[src/rtl/mem_wb_pipe.sv]
// mem_wb_pipe: DEPTH-stage MEM->WB pipeline register with stall/flush, write-back mux and forwarding lookup
module mem_wb_pipe #(
  parameter int DATA_W       = 32,
  parameter int RD_W         = 4,
  parameter int SIG_W        = 11,
  parameter int DEPTH        = 1,
  parameter int REGWRITE_BIT = 0,
  parameter int MEMTOREG_BIT = 1
) (
  input  logic              clk,
  input  logic              rst_n,
  input  logic              valid_in,
  input  logic              stall,
  input  logic              flush,
  input  logic [RD_W-1:0]   rd,
  input  logic [SIG_W-1:0]  signals,
  input  logic [DATA_W-1:0] read_data,
  input  logic [DATA_W-1:0] alu_result,
  output logic              valid_out,
  output logic [RD_W-1:0]   rd_out,
  output logic [SIG_W-1:0]  sign_out,
  output logic [DATA_W-1:0] read_out,
  output logic [DATA_W-1:0] alu_out,
  output logic [DATA_W-1:0] wb_data,
  output logic              wb_en,
  input  logic [RD_W-1:0]   q_rs1,
  input  logic [RD_W-1:0]   q_rs2,
  output logic              fwd_hit1,
  output logic              fwd_hit2,
  output logic [DATA_W-1:0] fwd_data1,
  output logic [DATA_W-1:0] fwd_data2
);
  if (DEPTH < 1 || DEPTH > 4) begin : g_bad_depth
    $error("mem_wb_pipe: DEPTH must be in 1..4");
  end
  logic              v_q   [DEPTH];
  logic [RD_W-1:0]   rd_q  [DEPTH];
  logic [SIG_W-1:0]  sig_q [DEPTH];
  logic [DATA_W-1:0] rdat_q[DEPTH];
  logic [DATA_W-1:0] alu_q [DATA_W > 0 ? DEPTH : 1];
  logic [DATA_W-1:0] wbv_q [DEPTH];
  logic [DATA_W-1:0] wbv_in;
  assign wbv_in = signals[MEMTOREG_BIT] ? read_data : alu_result;
  // stage shift: flush clears valids but still loads data, stall holds everything
  always_ff @(posedge clk or negedge rst_n) begin
    if (!rst_n) begin
      for (int k = 0; k < DEPTH; k++) begin
        v_q[k]    <= 1'b0;
        rd_q[k]   <= '0;
        sig_q[k]  <= '0;
        rdat_q[k] <= '0;
        alu_q[k]  <= '0;
        wbv_q[k]  <= '0;
      end
    end else if (flush || !stall) begin
      v_q[0]    <= valid_in & ~flush;
      rd_q[0]   <= rd;
      sig_q[0]  <= signals;
      rdat_q[0] <= read_data;
      alu_q[0]  <= alu_result;
      wbv_q[0]  <= wbv_in;
      for (int k = 1; k < DEPTH; k++) begin
        v_q[k]    <= v_q[k-1] & ~flush;
        rd_q[k]   <= rd_q[k-1];
        sig_q[k]  <= sig_q[k-1];
        rdat_q[k] <= rdat_q[k-1];
        alu_q[k]  <= alu_q[k-1];
        wbv_q[k]  <= wbv_q[k-1];
      end
    end
  end
  assign valid_out = v_q[DEPTH-1];
  assign rd_out    = rd_q[DEPTH-1];
  assign sign_out  = sig_q[DEPTH-1];
  assign read_out  = rdat_q[DEPTH-1];
  assign alu_out   = alu_q[DEPTH-1];
  assign wb_data   = wbv_q[DEPTH-1];
  assign wb_en     = v_q[DEPTH-1] & sig_q[DEPTH-1][REGWRITE_BIT];
  // forwarding lookup: scan oldest to youngest so the youngest match overrides
  always_comb begin
    fwd_hit1  = 1'b0;
    fwd_hit2  = 1'b0;
    fwd_data1 = '0;
    fwd_data2 = '0;
    for (int k = DEPTH - 1; k >= 0; k--) begin
      if (v_q[k] && sig_q[k][REGWRITE_BIT] && rd_q[k] == q_rs1) begin
        fwd_hit1  = 1'b1;
        fwd_data1 = wbv_q[k];
      end
      if (v_q[k] && sig_q[k][REGWRITE_BIT] && rd_q[k] == q_rs2) begin
        fwd_hit2  = 1'b1;
        fwd_data2 = wbv_q[k];
      end
    end
  end
endmodule

[config.mk]
export PLATFORM = sky130hd
export DESIGN_NAME = mem_wb_pipe
export DESIGN_NICKNAME = d
export VERILOG_FILES = /design/src/rtl/mem_wb_pipe.sv
export SDC_FILE = /design/constraint.sdc
export NUM_CORES = 1
export LEC_CHECK = 0
export ABC_AREA = 1
export CORE_MARGIN = 5
export CORE_UTILIZATION = 40
export CTS_CLUSTER_DIAMETER = 30
export DETAILED_ROUTE_END_ITERATION = 8
export PLACE_DENSITY = 0.82
export REMOVE_ABC_BUFFERS = 1
export SYNTH_ARGS = -nofsm -noshare
export SYNTH_HDL_FRONTEND = slang
export SYNTH_SLANG_ARGS = --single-unit
[constraint.sdc]
create_clock -name clk -period 2.8 [get_ports clk]
set_clock_uncertainty 0.2 [all_clocks]
set_input_delay 0.28 -clock clk [delete_from_list [all_inputs] [get_ports clk]]
set_output_delay 0.28 -clock clk [all_outputs]
set_load 0.005 [all_outputs]
==> reports/metrics.cfg, run 1 <==
[synth]
ys_ff_latch = 112
ys_seq_area_frac = 0.545
synth_top_cell_area_share = 0.545
synth_cells = 553
synth_compound_area_frac = 0.0983
synth_top_family_by_area = simple AND/OR/NAND/NOR gates
synth_fa_ha_area_frac = 0
ys_warn_count = 0
yosys.area_share.xor_xnor = 0.00341
synth.top_cells.by_area = dfrtp_1, mux2_1, nand2_1
synthSimpleGateAreaFrac = 0.159
synth_top_area_cell = dfrtp_1
ys_types = 22
synth_area_mm2 = 0.00514
synthMuxAreaShare = 0.0963
avgSynthCellArea_um2 = 9.30

[min_path]
hold_path_class = register to register
hold_depth = 1

[power_and_ir_drop]
power.leakage_nw = 3.66
pwr-share-seq = 0.464
switching_share = 0.248
pwr-share-comb = 0.211
powerDensity_mw_per_mm2 = 479
power_frac_clock = 0.325
p_int_mw = 2.99
switching_power_mw = 0.986
peakVddDrop_mv = 0.286

[floorplan]
io_pins = 271
die_w_um = 123
core_mm2 = 0.0126
row_count = 41
die_area_mm2 = 0.0152
die_h_um = 123
start_util = 0.408

[route]
num_vias = 4677
wl_met3_um = 1420
wire_per_inst_um = 16.0
drt_iter0_drc = 265
wl_met2_um = 8100
drtPass1Iterations = 4
ant_nets = 0
via_per_inst = 4.70
highest_layer = met4
wirelength_um = 15900
drc = 0
wl_met1_um = 5890

[cells_and_area]
nets = 911
drive_gt1_frac = 0.0898
final_area_mm2 = 0.00830
insertedDiodeCount = 0
syn_to_final_growth_pct = 61.4
utilization = 0.658

[placed_design]
globalplace.congestion = 0.804
dp_hpwl_um = 12600
port_buffers = 270
dpl_cell_area_mm2 = 0.00799

[setup_path]
crit_arrival_ps = 2050
worst-path-stages = 8
cp_common_cell = nor2_1
critPathKind = register to output port
cp.required_ps = 2320
r2r_cells = 1
slowest_delay_ps = 540
cp.buffers_inverters = 3
path_cells = inv_2, nand2_1, o21ai_0, nor2_1, nand2_2, buf_4, nor2_1, clkdlybuf4s50_1
startpoint_type = register
critPathTopFamily = buffers and inverters
cp-end-kind = output port
worst-path-max-fanout = 18
cpMaxStageDelayCell = clkdlybuf4s50_1

[global_routing]
grt_pass1_vias = 4919
grt-ovfl-total = 0
grt_pass1_wl_um = 24600
grt_max_degree = 66
grt_use_total = 0.208
antenna_found_initial = 0

[timing]
slew_viol_final = 0
fin_crit_ps = 2530
finalCritPeriodShare = 0.902
hold_violations = 0
slew_headroom = 0.530
rsz0062_at_grt = no
clock.fmax_mhz = 396
setup_viol = 0
worst_slew_pin_slew_ps = 705
setup_tns_ps = 0

[clock_network]
cts_buffer_depth = 2
htree_levels = 3
cts_sinks = 112
cts_tree = yes
cts.clk_slew.worst_paths_ps = 70
insertion_delay_ps = 330
cts-buffers-inserted = 9
cts_root_buf = clkbuf_16

[job]
cap_viol_max_count = 0

[status]
outcome = complete, no violations

-- synth_stat cells --
| master | instances |
|---|---|
| clkbuf_1 | 5 |
| nor2_4 | 1 |
| nand2_4 | 1 |
| inv_2 | 5 |
| o21ai_0 | 52 |
| nand2_2 | 3 |
| a21oi_1 | 32 |
| dfrtp_1 | 112 |
| mux2_1 | 44 |
| xor2_1 | 1 |
| buf_6 | 11 |
| clkinv_2 | 1 |
| nand3_1 | 3 |
| xnor2_1 | 1 |
| nand3_2 | 1 |
| nor2_2 | 31 |
| buf_2 | 14 |
| nand2_1 | 79 |
| nor2_1 | 69 |
| buf_4 | 2 |
| o21ai_1 | 17 |
| inv_1 | 68 |
-- through the flow --
stage               std cells  worst slack, ps  hold WS, ps  power [mW]
floorplan                 521              774         -216        2.12
global placement          979              286          161        2.70
detailed placement        979              255          173        2.72
CTS                       996              223          277        4.03
global route              996              103          284        4.17
finish                    996              274          282        3.97
-- final cells by class --
class | count | area [µm²]
clock buffers | 14 | 264
inverters | 74 | 279
clock inverters | 2 | 37.5
flip-flops and latches | 112 | 2800
well taps | 172 | 215
multi-input cells | 335 | 1840
repair buffers | 287 | 2860
fillers | 1055 | 4320
-- registers in the layout, indices dropped and copies added (netlist names) --
name,cells
rd_out,4
wb_data,32
read_out,32
alu_out,32
sign_out,11
valid_out,1
-- power groups by stage --
| stage | registers (mW) | logic, mW | clock network [mW] |
|---|---|---|---|
| floorplan | 1.88 | 0.238 | 0 |
| global placement | 1.87 | 0.830 | 0 |
| detailed placement | 1.87 | 0.848 | 0 |
| CTS | 1.85 | 0.852 | 1.33 |
| global route | 1.86 | 0.914 | 1.40 |
| finish | 1.84 | 0.838 | 1.29 |
-- worst paths after layout --
kind,from,endpoint,slack [ps]
min in group asynchronous,rst_n,read_out[29],340
setup reg to reg,rd_out[2],rd_out[2],1770
max in group asynchronous,rst_n,read_out[7],1340
hold / removal,read_out[30],read_out[30],280
setup / recovery,rd_out[3],fwd_data2[0],270
hold reg to reg,read_out[30],read_out[30],280
-- cells by family after synthesis --
logic type,after synthesis
AOI/OAI and AO/OA,101
xor gates and xnor gates,2
buffers and inverters,106
DFF,112
muxes,44
and+or+nand+nor,188
-- cells in the final DEF (no fill, tap or decap), drive strengths merged --
cell / instances
o21ai: 69
clkbuf: 14
nand2: 83
buf: 18
xor2: 1
clkinv: 1
nand3: 4
a21oi: 32
inv: 73
nor2: 101
xnor2: 1
clkinvlp: 1
dfrtp: 112
dlygate4sd3: 1
mux2: 44
clkdlybuf4s50: 268
bufinv: 1
-- routing by layer --
| metal | track usage | vias up |
|---|---|---|
| met1 | 0.229 | 2192 |
| met4 | 0.0830 | 0 |
| met2 | 0.369 | 197 |
| met5 | 0 | - |
| li1 | - | 2254 |
| met3 | 0.0695 | 34 |
-- what timing repair did --
item                      in CTS  in global routing
resized for setup              0                  0
buffers inserted               0                  0
hold buffers                   1                  0
hold endpoints to repair      50                  0
Power figures use the tool's default switching activity.
==> inputs of run 2 (changes only) <==
--- a/config.mk
+++ b/config.mk
@@ -12,6 +12,7 @@
 export DETAILED_ROUTE_END_ITERATION = 8
 export PLACE_DENSITY = 0.82
 export REMOVE_ABC_BUFFERS = 1
+export SKIP_LAST_GASP = 1
 export SYNTH_ARGS = -nofsm -noshare
 export SYNTH_HDL_FRONTEND = slang
 export SYNTH_SLANG_ARGS = --single-unit
==> results of run 2 <==
Same layout as run 1: the final DEF is identical, and so are final timing and power.
==> inputs of run 3 (changes only) <==
--- a/config.mk
+++ b/config.mk
@@ -9,6 +9,7 @@
 export CORE_MARGIN = 5
 export CORE_UTILIZATION = 40
 export CTS_CLUSTER_DIAMETER = 30
+export CTS_CLUSTER_SIZE = 25
 export DETAILED_ROUTE_END_ITERATION = 8
 export PLACE_DENSITY = 0.82
 export REMOVE_ABC_BUFFERS = 1
==> results of run 3 <==
Same layout as run 1: the final DEF is identical, and so are final timing and power.
